## src/rtl/mmu_bank_if.sv

```systemverilog
// mmu_bank_if: CPU-side and device-side bus bundle for mmu_bank.
//   CPU side   : ADDR, N_WE, N_OE, IN -> bank ; OUT, DONE, FAULT, FAULT_CODE <- bank
//   Device side: DEV_ADDR, DEV_IN, DEV_N_WE, DEV_N_OE <- bank ; DEV_OUT, DEV_RDY -> bank
// modport slave  : the bank itself.
// modport master : the CPU plus device environment driving the bank.
interface mmu_bank_if #(
  parameter int NDEV          = 4,
  parameter int DEV_ADDR_BITS = 16,
  parameter int WIDTH         = 32
);
  logic [31:0]              ADDR;
  logic                     N_WE;
  logic                     N_OE;
  logic [WIDTH-1:0]         IN;
  logic [WIDTH-1:0]         OUT;
  logic                     DONE;
  logic                     FAULT;
  logic [1:0]               FAULT_CODE;
  logic [DEV_ADDR_BITS-1:0] DEV_ADDR;
  logic [WIDTH-1:0]         DEV_IN;
  logic [NDEV-1:0]          DEV_N_WE;
  logic [NDEV-1:0]          DEV_N_OE;
  logic [NDEV*WIDTH-1:0]    DEV_OUT;
  logic [NDEV-1:0]          DEV_RDY;

  modport slave (
    input  ADDR, N_WE, N_OE, IN, DEV_OUT, DEV_RDY,
    output OUT, DONE, FAULT, FAULT_CODE, DEV_ADDR, DEV_IN, DEV_N_WE, DEV_N_OE
  );

  modport master (
    output ADDR, N_WE, N_OE, IN, DEV_OUT, DEV_RDY,
    input  OUT, DONE, FAULT, FAULT_CODE, DEV_ADDR, DEV_IN, DEV_N_WE, DEV_N_OE
  );
endinterface

```

## src/rtl/mmu_bank.sv

```systemverilog
// mmu_bank: clocked memory-bus decoder between the CPU data port and NDEV
// memory-mapped devices. Decodes a slot from ADDR[DEV_ADDR_BITS +: log2(NDEV)],
// runs a strobe/ready handshake with that slot and reports exactly one DONE per
// CPU request, with FAULT/FAULT_CODE on conflict (0), unaligned (1),
// unmapped (2) or timeout (3).
// Ports:
//   CLK   : clock, rising edge
//   N_RST : asynchronous active-low reset
//   bus   : mmu_bank_if.slave carrying the CPU and device bus signals
module mmu_bank #(
  parameter int NDEV          = 4,
  parameter int DEV_ADDR_BITS = 16,
  parameter int WIDTH         = 32,
  parameter int TIMEOUT       = 8
) (
  input logic        CLK,
  input logic        N_RST,
  mmu_bank_if.slave  bus
);

  localparam int SELW     = $clog2(NDEV);
  localparam int MAP_BITS = DEV_ADDR_BITS + SELW;
  localparam int TW       = $clog2(TIMEOUT + 1);
  localparam logic [TW-1:0] T_LAST = TW'(TIMEOUT - 1);

  typedef enum logic [1:0] {IDLE, ACCESS, HOLD} state_e;

  state_e                   state_q, state_d;
  logic [SELW-1:0]          sel_q, sel_d;
  logic [DEV_ADDR_BITS-1:0] dev_addr_q, dev_addr_d;
  logic [WIDTH-1:0]         dev_in_q, dev_in_d;
  logic                     rd_q, rd_d;
  logic [NDEV-1:0]          dev_n_we_q, dev_n_we_d;
  logic [NDEV-1:0]          dev_n_oe_q, dev_n_oe_d;
  logic [WIDTH-1:0]         out_q, out_d;
  logic                     done_q, done_d;
  logic                     fault_q, fault_d;
  logic [1:0]               fault_code_q, fault_code_d;
  logic [TW-1:0]            timer_q, timer_d;

  logic             req;
  logic             conflict, unaligned, unmapped, fault_in;
  logic [1:0]       code_in;
  logic [SELW-1:0]  sel_in;
  logic             rdy_sel;
  logic             timer_last;
  logic [WIDTH-1:0] dev_rd_data;

  assign req       = !bus.N_WE || !bus.N_OE;
  assign sel_in    = bus.ADDR[DEV_ADDR_BITS +: SELW];
  assign conflict  = !bus.N_WE && !bus.N_OE;
  assign unaligned = bus.ADDR[1:0] != 2'b00;
  // A shift by 32 (full address decoded) yields 0, i.e. always mapped.
  assign unmapped  = (bus.ADDR >> MAP_BITS) != 32'd0;
  assign fault_in  = conflict || unaligned || unmapped;
  assign code_in   = conflict ? 2'd0 : (unaligned ? 2'd1 : 2'd2);

  assign rdy_sel     = bus.DEV_RDY[sel_q];
  assign timer_last  = timer_q == T_LAST;
  assign dev_rd_data = bus.DEV_OUT[sel_q*WIDTH +: WIDTH];

  always_ff @(posedge CLK or negedge N_RST) begin
    if (!N_RST) begin
      state_q      <= IDLE;
      sel_q        <= '0;
      dev_addr_q   <= '0;
      dev_in_q     <= '0;
      rd_q         <= 1'b0;
      dev_n_we_q   <= '1;
      dev_n_oe_q   <= '1;
      out_q        <= '0;
      done_q       <= 1'b0;
      fault_q      <= 1'b0;
      fault_code_q <= '0;
      timer_q      <= '0;
    end else begin
      state_q      <= state_d;
      sel_q        <= sel_d;
      dev_addr_q   <= dev_addr_d;
      dev_in_q     <= dev_in_d;
      rd_q         <= rd_d;
      dev_n_we_q   <= dev_n_we_d;
      dev_n_oe_q   <= dev_n_oe_d;
      out_q        <= out_d;
      done_q       <= done_d;
      fault_q      <= fault_d;
      fault_code_q <= fault_code_d;
      timer_q      <= timer_d;
    end
  end

  always_comb begin
    state_d = state_q;
    unique case (state_q)
      IDLE:    if (req) state_d = fault_in ? HOLD : ACCESS;
      ACCESS:  if (rdy_sel || timer_last) state_d = HOLD;
      // Wait for the CPU to drop its request so a held request is not re-issued.
      HOLD:    if (bus.N_WE && bus.N_OE) state_d = IDLE;
      default: state_d = IDLE;
    endcase
  end

  always_comb begin
    sel_d        = sel_q;
    dev_addr_d   = dev_addr_q;
    dev_in_d     = dev_in_q;
    rd_d         = rd_q;
    dev_n_we_d   = dev_n_we_q;
    dev_n_oe_d   = dev_n_oe_q;
    out_d        = out_q;
    done_d       = 1'b0;
    fault_d      = fault_q;
    fault_code_d = fault_code_q;
    timer_d      = timer_q;
    unique case (state_q)
      IDLE: begin
        if (req) begin
          sel_d        = sel_in;
          dev_addr_d   = bus.ADDR[DEV_ADDR_BITS-1:0];
          dev_in_d     = bus.IN;
          rd_d         = !bus.N_OE;
          fault_d      = 1'b0;
          fault_code_d = '0;
          if (fault_in) begin
            fault_d      = 1'b1;
            fault_code_d = code_in;
            done_d       = 1'b1;
            // Conflicts also have N_OE low, so they clear OUT as a read would.
            if (!bus.N_OE) out_d = '0;
          end else begin
            if (!bus.N_OE) dev_n_oe_d[sel_in] = 1'b0;
            else           dev_n_we_d[sel_in] = 1'b0;
            timer_d = '0;
          end
        end
      end
      ACCESS: begin
        if (rdy_sel) begin
          dev_n_we_d = '1;
          dev_n_oe_d = '1;
          if (rd_q) out_d = dev_rd_data;
          done_d = 1'b1;
        end else if (timer_last) begin
          dev_n_we_d   = '1;
          dev_n_oe_d   = '1;
          fault_d      = 1'b1;
          fault_code_d = 2'd3;
          if (rd_q) out_d = '0;
          done_d = 1'b1;
        end else begin
          timer_d = timer_q + TW'(1);
        end
      end
      HOLD:    ;
      default: ;
    endcase
  end

  assign bus.OUT        = out_q;
  assign bus.DONE       = done_q;
  assign bus.FAULT      = fault_q;
  assign bus.FAULT_CODE = fault_code_q;
  assign bus.DEV_ADDR   = dev_addr_q;
  assign bus.DEV_IN     = dev_in_q;
  assign bus.DEV_N_WE   = dev_n_we_q;
  assign bus.DEV_N_OE   = dev_n_oe_q;

endmodule
```

## src/flat_wrapper.sv

```systemverilog
// flat-port wrapper written by rule: the top's interface ports become plain ports
module mmu_bank_flat 
#(
  parameter int NDEV          = 4,
  parameter int DEV_ADDR_BITS = 16,
  parameter int WIDTH         = 32,
  parameter int TIMEOUT       = 8
)
  (CLK, N_RST, bus_ADDR, bus_N_WE, bus_N_OE, bus_IN, bus_DEV_OUT, bus_DEV_RDY, bus_OUT, bus_DONE, bus_FAULT, bus_FAULT_CODE, bus_DEV_ADDR, bus_DEV_IN, bus_DEV_N_WE, bus_DEV_N_OE);
  mmu_bank_if #(.NDEV(NDEV), .DEV_ADDR_BITS(DEV_ADDR_BITS), .WIDTH(WIDTH)) bus_i ();
  input logic CLK;
  input logic N_RST;
  input wire logic [$bits(bus_i.ADDR)-1:0] bus_ADDR;
  input wire logic [$bits(bus_i.N_WE)-1:0] bus_N_WE;
  input wire logic [$bits(bus_i.N_OE)-1:0] bus_N_OE;
  input wire logic [$bits(bus_i.IN)-1:0] bus_IN;
  input wire logic [$bits(bus_i.DEV_OUT)-1:0] bus_DEV_OUT;
  input wire logic [$bits(bus_i.DEV_RDY)-1:0] bus_DEV_RDY;
  output wire logic [$bits(bus_i.OUT)-1:0] bus_OUT;
  output wire logic [$bits(bus_i.DONE)-1:0] bus_DONE;
  output wire logic [$bits(bus_i.FAULT)-1:0] bus_FAULT;
  output wire logic [$bits(bus_i.FAULT_CODE)-1:0] bus_FAULT_CODE;
  output wire logic [$bits(bus_i.DEV_ADDR)-1:0] bus_DEV_ADDR;
  output wire logic [$bits(bus_i.DEV_IN)-1:0] bus_DEV_IN;
  output wire logic [$bits(bus_i.DEV_N_WE)-1:0] bus_DEV_N_WE;
  output wire logic [$bits(bus_i.DEV_N_OE)-1:0] bus_DEV_N_OE;
  assign bus_i.ADDR = bus_ADDR;
  assign bus_i.N_WE = bus_N_WE;
  assign bus_i.N_OE = bus_N_OE;
  assign bus_i.IN = bus_IN;
  assign bus_i.DEV_OUT = bus_DEV_OUT;
  assign bus_i.DEV_RDY = bus_DEV_RDY;
  assign bus_OUT = bus_i.OUT;
  assign bus_DONE = bus_i.DONE;
  assign bus_FAULT = bus_i.FAULT;
  assign bus_FAULT_CODE = bus_i.FAULT_CODE;
  assign bus_DEV_ADDR = bus_i.DEV_ADDR;
  assign bus_DEV_IN = bus_i.DEV_IN;
  assign bus_DEV_N_WE = bus_i.DEV_N_WE;
  assign bus_DEV_N_OE = bus_i.DEV_N_OE;
  mmu_bank #(.NDEV(NDEV), .DEV_ADDR_BITS(DEV_ADDR_BITS), .WIDTH(WIDTH), .TIMEOUT(TIMEOUT)) u_core (.CLK(CLK), .N_RST(N_RST), .bus(bus_i));
endmodule
```

## config.mk

```make
export PLATFORM = sky130hd
export DESIGN_NAME = mmu_bank_flat
export DESIGN_NICKNAME = d
export VERILOG_FILES = /design/src/rtl/mmu_bank_if.sv /design/src/rtl/mmu_bank.sv /design/src/flat_wrapper.sv
export SDC_FILE = /design/constraint.sdc
export NUM_CORES = 1
export LEC_CHECK = 0
export ABC_AREA = 1
export CAP_MARGIN = 20
export CORE_UTILIZATION = 30
export CTS_CLUSTER_SIZE = 12
export DETAILED_ROUTE_END_ITERATION = 16
export PLACE_DENSITY = 0.71
export SLEW_MARGIN = 20
export SYNTH_ARGS = -nofsm -noshare
export SYNTH_HDL_FRONTEND = slang
export SYNTH_SLANG_ARGS = --single-unit
```

## constraint.sdc

```tcl
create_clock -name CLK -period 1.7 [get_ports CLK]
set_input_delay 0.17 -clock CLK [delete_from_list [all_inputs] [get_ports CLK]]
set_output_delay 0.17 -clock CLK [all_outputs]
set_load 0.1 [all_outputs]
```

**Word-level counts from Yosys, hierarchy flattened**

Index checks and enable logic that the tools add are counted.
Widths: inputs -> output; s select.

- Bitwise gates (word level): 3
- Add/sub/neg operators: 1
- Reduce and logical (&&, ||, !) cells: 20
- Multiplexer cells: 48
- $lt $le $gt $ge: 3
- Shift operators: 1
- Equality and inequality tests: 15

Operators by type and width:

| operator | number |
|---|---|
| $mux 32 | 7 |
| $shiftx 128x8->32 | 1 |
| $pmux 32 s2 | 1 |
| $mux 4 | 12 |
| $reduce_bool 32->1 | 1 |
| $pmux 4 s2 | 3 |
| $mux 2 | 10 |
| $reduce_and 5->1 | 3 |
| $ne 2x1->1 const B | 6 |
| $ne 2x2->1 const B | 5 |
| $mux 1 | 9 |
| $and 4x4->4 | 2 |
| $lt 2x3->1 const B | 2 |
| $pmux 2 s3 | 1 |
| $reduce_and 6->1 | 1 |
| $add 4x1->4 const B | 1 |
| $eq 4x3->1 const B | 1 |
| $logic_or 1x1->1 | 4 |
| $not 4->4 | 1 |
| $pmux 1 s2 | 2 |
| $pmux 2 s2 | 1 |
| $reduce_and 4->1 | 1 |
| $reduce_bool 2->1 | 2 |
| $logic_and 1x1->1 | 3 |
| 10 further kinds | 11 |

- Output and inout port bits: 92
- Input bits: 200
- Bits in registers: 101

**Depth between registers and ports, before layout**

Gate-level depths: netlist of the first run.

- Depth in word-level cells: 10
- Mapped depth: 11
- Mapped depth without buffers: 10

**Worst setup path before layout of the first run**

OpenSTA, ideal clock, no wires.

- Kind: reg2reg
- Start point: register u_core.timer_q[0]
- End point: register u_core.out_q[21] (netlist: u_core.bus.OUT[21])
- Path buffers: 1
- Setup time: 0.122 ns
- Clock period less this slack: 1.501 ns
- Path slack: 0.199 ns
- Data required time: 1.578 ns
- Arrival: 1.379 ns
- Cell stages (with the launch flop): 12
- Path through: dfrtp_1 > ha_1 > nand2_1 > nor2_1 > nor2_2 > nand2_2 > nand2_4 > nor2_8 > nand2_4 > buf_4 > nand2_1 > nand2_1

- Cells in the longest elaborated chain, start to end: 3

Ends and longest elaborated chain:

| item | line | source |
|---|---|---|
| start, declared | mmu_bank.sv:39 | `logic [TW-1:0] timer_q, timer_d;` |
| start signal, assigned | mmu_bank.sv:88 | `timer_q <= timer_d;` |
| $eq 4x3->1 | mmu_bank.sv:59 | `assign timer_last = timer_q == T_LAST;` |
| $ne 3x1->1 (no source line) | - |  |
| $reduce_and 6->1 (no source line) | - |  |
| end signal, assigned | mmu_bank.sv:84 | `out_q <= out_d;` |
| end, declared | mmu_bank.sv:35 | `logic [WIDTH-1:0] out_q, out_d;` |

Every way passes these cells.
A chain may end at the register's enable or synchronous reset.

**Final worst setup path of the first run**

- Start point: register u_core.sel_q[0]
- End point: register u_core.out_q[18] (netlist: u_core.bus.OUT[18])

- Cells in the longest elaborated chain, start to end: 4

Ends and longest elaborated chain:

| item | line | source |
|---|---|---|
| start, declared | mmu_bank.sv:29 | `logic [SELW-1:0] sel_q, sel_d;` |
| start signal, assigned | mmu_bank.sv:78 | `sel_q <= sel_d;` |
| $shiftx 128x8->32 or $bmux 1 s2 (tied branches) | mmu_bank.sv:60, mmu_bank.sv:58 |  |
| $mux 32 or $mux 1 (tied branches) | mmu_bank.sv:141, mmu_bank.sv:58 |  |
| $mux 32 or $ne 3x1->1 (tied branches) | - |  |
| $pmux 32 s2 or $reduce_and 6->1 (tied branches) | - |  |

Several ways; a longest one is shown, not always the timed one. The select of a mux whose other input is x is not followed.

==> results of run 1 <==
-- per-stage QoR --
step | TNS (ns) | setup slack [ns] | utilization [%] | power, W
finish | 0 | 0.09263 | 52.73 | 0.01568
global route | -0.001169 | -0.001169 | 52.73 | 0.01654
CTS | 0 | 0.006150 | 52.26 | 0.01577
detailed placement | -0.1743 | -0.02344 | 50.10 | 0.01316
global placement | -0.008306 | -0.005185 | 50.10 | 0.01312
floorplan | 0 | 0.1993 | - | 0.01035
-- report_power, final --
part           switching, W  leakage [nW]  internal, W  total, W
clock              0.000945         0.180      0.00160   0.00254
combinational       0.00715          3.27      0.00253   0.00968
sequential         0.000424          1.29      0.00304   0.00347
-- synth_stat cells (2+ instances only) --
| library cell | number | share of area [%] |
|---|---|---|
| nand2_1 | 433 | 30 |
| nand3_1 | 110 | 10 |
| dfrtp_1 | 93 | 43 |
| nor2_1 | 47 | 3.3 |
| buf_2 | 25 | 2.3 |
| clkbuf_1 | 14 | 0.97 |
| o21ai_0 | 14 | 1.3 |
| inv_1 | 12 | 0.83 |
| dfstp_2 | 8 | 3.9 |
| buf_1 | 4 | 0.28 |
| inv_2 | 4 | 0.28 |
| a21oi_1 | 3 | 0.28 |
| nand4_1 | 3 | 0.35 |
| buf_6 | 2 | 0.42 |
| nand2_2 | 2 | 0.23 |
| nand2_4 | 2 | 0.42 |
| nor2_2 | 2 | 0.23 |
| or2_2 | 2 | 0.23 |
-- final cells by class --
cell class | count | area, µm² | area share [%]
Clock buffer | 9 | 225.2 | 2.444
Sequential cell | 101 | 2540 | 27.56
Inverter | 17 | 63.81 | 0.6925
Multi-Input combinational cell | 625 | 2619 | 28.42
Tap cell | 225 | 281.5 | 3.055
Timing Repair Buffer | 330 | 3343 | 36.28
Clock inverter | 7 | 142.6 | 1.548
-- sequential cells by signal, summed over array words and instances, names as in the netlist, 2 cells and up --
register,cells
u_core.bus.FAULT_CODE,2
u_core.bus.DEV_IN,32
u_core.bus.OUT,32
u_core.state_q,2
u_core.timer_q,4
u_core.bus.DEV_N_WE,4
u_core.bus.DEV_N_OE,4
u_core.sel_q,2
u_core.bus.DEV_ADDR,16
-- worst max-delay path by stage --
| stage | end | cells past startpoint | slack, ns | start |
|---|---|---|---|---|
| 2_1_floorplan | u_core.bus.OUT[21] | 11 | 0.20 | u_core.timer_q[0] |
| 3_3_place_gp | u_core.bus.OUT[0] | 10 | -0.005 | bus_ADDR[19] |
| 3_5_place_dp | u_core.bus.FAULT_CODE[1] | 8 | -0.02 | bus_N_OE |
| 4_1_cts | u_core.bus.OUT[16] | 11 | 0.006 | u_core.timer_q[0] |
| 5_1_grt | u_core.bus.OUT[18] | 11 | -0.001 | u_core.timer_q[0] |
| 6_report | u_core.bus.OUT[18] | 11 | 0.09 | u_core.sel_q[0] |
-- critical path: stages, from the launching register on --
cell and delay (ns):
dfrtp_2 0.45, inv_2 0.10, nand2_1 0.06, nand3_1 0.10
nand2_2 0.08, nand2_4 0.10, nand2_4 0.07, nor2_8 0.13
nand2_4 0.11, clkbuf_16 0.19, nand2_1 0.06, nand2_1 0.05
-- cells by family after synthesis --
kind of cell	synth area share, %
buf+inv	5.288
compound gates	1.732
xor+xnor	0.1617
flops	46.84
simple gates	45.75
fa+ha+maj	0.2309
-- metal layers --
metal	global-route usage [%]	wire [µm]	part of all wire [%]
met5	0	0	0
met4	10.12	675	3.5
met3	4.251	1079	5.6
met2	35.70	9545	49
met1	25.44	8041	42
-- timing repair --
action,in CTS,in global routing
buffers inserted,0,4
hold buffers,1,0
endpoints found under the hold margin,15,0
setup endpoints to repair,0,42
resized for setup,0,8
==> impl_metrics.ini, run 1 <==
[clocking]
tritoncts = yes
clock_tree.root_cell = clkbuf_16
numCtsBuffers = 9
clk_pin_slew_worst_setup_hold_paths_ns = 0.07
worstSkewPairLatency_ns = 0.35
clockBufferDepth = 2
h-tree-depth = 3
numClockSinks = 101

[setup_path]
crit_fanout = 11
endpoint_of_the_worst_slack_reg_to_reg_timing_path = u_core.bus.OUT[18]
crit_arrival_ns = 1.85
worst-endpoint-required_ns = 1.94
endpoint_kind = flop
worst_r2r_startpoint = u_core.sel_q[0]
crit_path_start_kind = flop
reg_to_reg_slack_setup_ns = 0.09
ff2ff_path_depth = 11
critical_path_class = flop to flop

[sta]
setup_violations = 0
hold-worst-slack_ns = 0.2884
max_freq_mhz = 622.1
worst_slew_margin_rel_pct = 68.45
max_slew.worst_pin.slew_ns = 0.4732
finClkSkew_ns = 0.007254
maxSlewViolCount = 0
final.period_utilization_pct = 94.55
layout_min_cycle_time_ns = 1.607
final_hold_viol_count = 0

[global_route]
grt_overflow = 0
antenna_found_initial = 0
globalRouteTotalUtil_pct = 21.08
grt_pass1_vias = 5835
global_route_wire_length_before_repair_um = 30060
grt_start_max_net_pins = 65

[die]
row_count = 48
pin_count = 292
design.die.area_um2 = 18600
fp.dieW_um = 136.4
coreArea_um2 = 17480
die_h_um = 136.4
floorplan.initialDensity_pct = 31.00

[placement]
dp.cells = 1292
post_dp_cell_area_um2 = 8756
dpl.hpwl_um = 14300
place_congestion = 0.8653
port_buffers = 291

[flow_run]
drv_cap = 0

[finish]
areaGrowthSynthToFinish_pct = 70.09
drive_gt1_share_pct = 16.35
layout.cells.most_common = nand2_1
stdcell_area_um2 = 9215
layout.cells.non_filler = 1314
antennaDiodeCount = 0
final_nets = 1285
filler_cell_count = 1646
commonest_non_fill_non_tap_cells_in_the_layout = 431 x nand2_1, 198 x clkdlybuf4s50_1, 110 x nand3_1

[logic_synthesis]
synth_area_per_cell_um2 = 6.867
synth_seq_cells = 101
share_of_flip_flops_with_an_asynchronous_set_or_reset_after_synthesis_pct = 100.0
post_synth_instance_area_um2 = 5418
synth_sequential_area_ratio_pct = 46.84
yosys_most_used_dff = dfrtp_1
synth_enable_flop_cells = 0
synthesis.nets = 990
synth_cells = 789
synth_unique_cells = 27
synthesis_warnings = 0

[routing]
ant_nets = 0
drt-vias-per-instance = 4.598
routed-via-count = 6042
first_iter_violations = 379
detail_route.wl_per_cell_um = 14.72
first_pass_iters = 6
drc_errors_left = 0
total_routed_wirelength_um = 19340

[power_and_ir_drop]
p_per_area_nw_per_um2 = 1702
ir_worst_vdd_uv = 1168
leakage_nw = 4.740

[worst_hold_path]
worst_hold_path_type = input port to async pin

[run_status]
run_status = finished clean
Power figures use the tool's default switching activity.
==> run 2: changes to the inputs <==
CAP_MARGIN = not set   (was 20)
==> results of run 2 <==
No change in the layout: final DEF, timing and power equal those of run 1.
==> run 3: changes to the inputs <==
CORE_UTILIZATION = 40   (was 30)
CTS_CLUSTER_SIZE = not set   (was 12)
PLACE_DENSITY = 0.89   (was 0.71)
SKIP_CTS_REPAIR_TIMING = 1   (was not set)
==> run 3 against run 2 <==
  * Critical path depth unchanged
  * Non-clock buffer count up 7
  * Combinational power up 2%
  * First-iteration DRC count up 56%
  * Sequential power about the same
  * Clock-buffer cell count up 1
  * Sequential share of layout area up 0.080 points
  * Final cell count down 3.2%
  * Critical path type unchanged
  * Via count up 3.1%
  * Clock power down 5%
  * Total power up 0.32%
  * Largest power group unchanged
  * Design area down 0.34%
==> impl_metrics.ini, run 3 (same netlist as run 1, synthesis figures left out) <==
[finish]
drive_gt1_share_pct = 17.06
final_nets = 1292
areaGrowthSynthToFinish_pct = 69.52
filler_cell_count = 1073
layout.cells.most_common = nand2_1
commonest_non_fill_non_tap_cells_in_the_layout = 431 x nand2_1, 198 x clkdlybuf4s50_1, 112 x buf_4
antennaDiodeCount = 0
final_util_pct = 69.35

[sta]
final.period_utilization_pct = 99.48
layout_min_cycle_time_ns = 1.691
finClkSkew_ns = 0.01103
final_hold_viol_count = 0
max_slew.worst_pin.slew_ns = 0.5408
worst_slew_margin_rel_pct = 63.95
hold-worst-slack_ns = 0.3547
max_freq_mhz = 591.3
final.setup.worst_slack_ns = 0.008849
maxSlewViolCount = 0
setup_violations = 0

[routing]
total_routed_wirelength_um = 19110
first_pass_iters = 5
routed-via-count = 6227
drc_errors_left = 0
first_iter_violations = 590
detail_route.wl_per_cell_um = 15.02
drt-vias-per-instance = 4.895
ant_nets = 0

[setup_path]
critical_path.max_stage_delay_ns = 0.39
worstSetupEndpoint = u_core.bus.OUT[20]
crit_fanout = 5
crit_arrival_ns = 1.96
worst-endpoint-required_ns = 1.97
cp_cell_sequence = ha_2 > nand2_2 > nor2_4 > nor2_4 > nand2_4 > nand2_4 > nor2_8 > buf_6 > clkbuf_16 > nand3_1 > nand2_1
endpoint_kind = flop
reg_to_reg_slack_setup_ns = 0.009
ff2ff_path_depth = 11
crit_start = u_core.timer_q[0]
critical_path_class = flop to flop
crit_path_start_kind = flop
endpoint_of_the_worst_slack_reg_to_reg_timing_path = u_core.bus.OUT[20]
critPathTopFamily = simple AND/OR/NAND/NOR gates
master_of_the_slowest_instance_on_the_critical_path = dfrtp_1
critical_path_cell_count = 11
worst_r2r_startpoint = u_core.timer_q[0]
crit_buf_inv = 2

[clocking]
numClockSinks = 101
worstSkewPairLatency_ns = 0.34
clockBufferDepth = 2
clk_pin_slew_worst_setup_hold_paths_ns = 0.07
h-tree-depth = 3
tritoncts = yes
clock_tree.root_cell = clkbuf_16
numCtsBuffers = 9

[worst_hold_path]
worst_hold_path_type = input port to flop

[global_route]
global_route_wire_length_before_repair_um = 29260
antenna_found_initial = 0
grt_overflow = 0
grt_start_max_net_pins = 102
globalRouteTotalUtil_pct = 26.06
grt_pass1_vias = 6010

[die]
row_count = 42
design.die.area_um2 = 14010
fp.dieW_um = 118.4
pin_count = 292
floorplan.initialDensity_pct = 40.91
coreArea_um2 = 13240
die_h_um = 118.4

[run_status]
run_status = finished clean

[flow_run]
drv_cap = 0

[placement]
port_buffers = 291
place_congestion = 0.8856
preCtsSetupSlack_ns = -0.06733
dpl.hpwl_um = 13670

[power_and_ir_drop]
total_power_w = 0.01573
p_per_area_nw_per_um2 = 1713
ir_worst_vdd_uv = 1536
leakage_nw = 4.781
==> run 3: worst min path at each step <==
stage               cells after the start  slack [ns]                      to  startpoint
floorplan                               0       -0.13  u_core.bus.DEV_ADDR[0]       N_RST
global placement                        2        0.27  u_core.bus.DEV_ADDR[4]       N_RST
detailed placement                      2        0.28  u_core.bus.DEV_ADDR[9]       N_RST
CTS                                     2       -0.09  u_core.bus.DEV_ADDR[9]       N_RST
global route                            3        0.36    u_core.bus.DEV_IN[1]   bus_IN[1]
finish                                  3        0.35    u_core.bus.DEV_IN[1]   bus_IN[1]
==> run 3: through the flow <==
stage / setup TNS (ns) / instance area, µm² / std cells
2_1_floorplan: 0 / 5418 / 789
3_3_place_gp: -0.7024 / 8559 / 1240
3_5_place_dp: -1.520 / 8559 / 1240
4_1_cts: 0 / 8915 / 1256
5_1_grt: -1.896 / 9184 / 1272
6_report: 0 / 9184 / 1272
==> run 3: metal layers <==
| layer | up-vias | GRT usage [%] | part of all wire, % |
|---|---|---|---|
| li1 | 3071 | - | - |
| met1 | 2873 | 31.82 | 41 |
| met2 | 230 | 44.82 | 51 |
| met3 | 53 | 5.116 | 5.2 |
| met4 | 0 | 11.00 | 3.3 |
| met5 | - | 0 | 0 |
==> run 3: cell type report <==
class / count / area (µm²) / share of cell area [%]
clock buffers: 10 / 239.0 / 2.602
clock inverters: 6 / 116.4 / 1.267
inverters: 17 / 66.31 / 0.7221
multi-input cells: 625 / 2643 / 28.77
flip-flops and latches: 101 / 2539 / 27.64
well taps: 176 / 220.2 / 2.398
repair buffers: 337 / 3361 / 36.59
==> run 3: worst register-to-register path: stages (launching register included) <==
cell,delay (ns)
dfrtp_1,0.39
ha_2,0.20
nand2_2,0.07
nor2_4,0.14
nor2_4,0.07
nand2_4,0.09
nand2_4,0.07
nor2_8,0.16
buf_6,0.16
clkbuf_16,0.14
nand3_1,0.06
nand2_1,0.09
==> run 3: power breakdown <==
group | internal (W) | switching (W) | leakage [nW]
sequential | 0.00304 | 0.000442 | 1.29
clock | 0.00149 | 0.000928 | 0.174
combinational | 0.00260 | 0.00723 | 3.32
total | 0.00713 | 0.00860 | 4.78
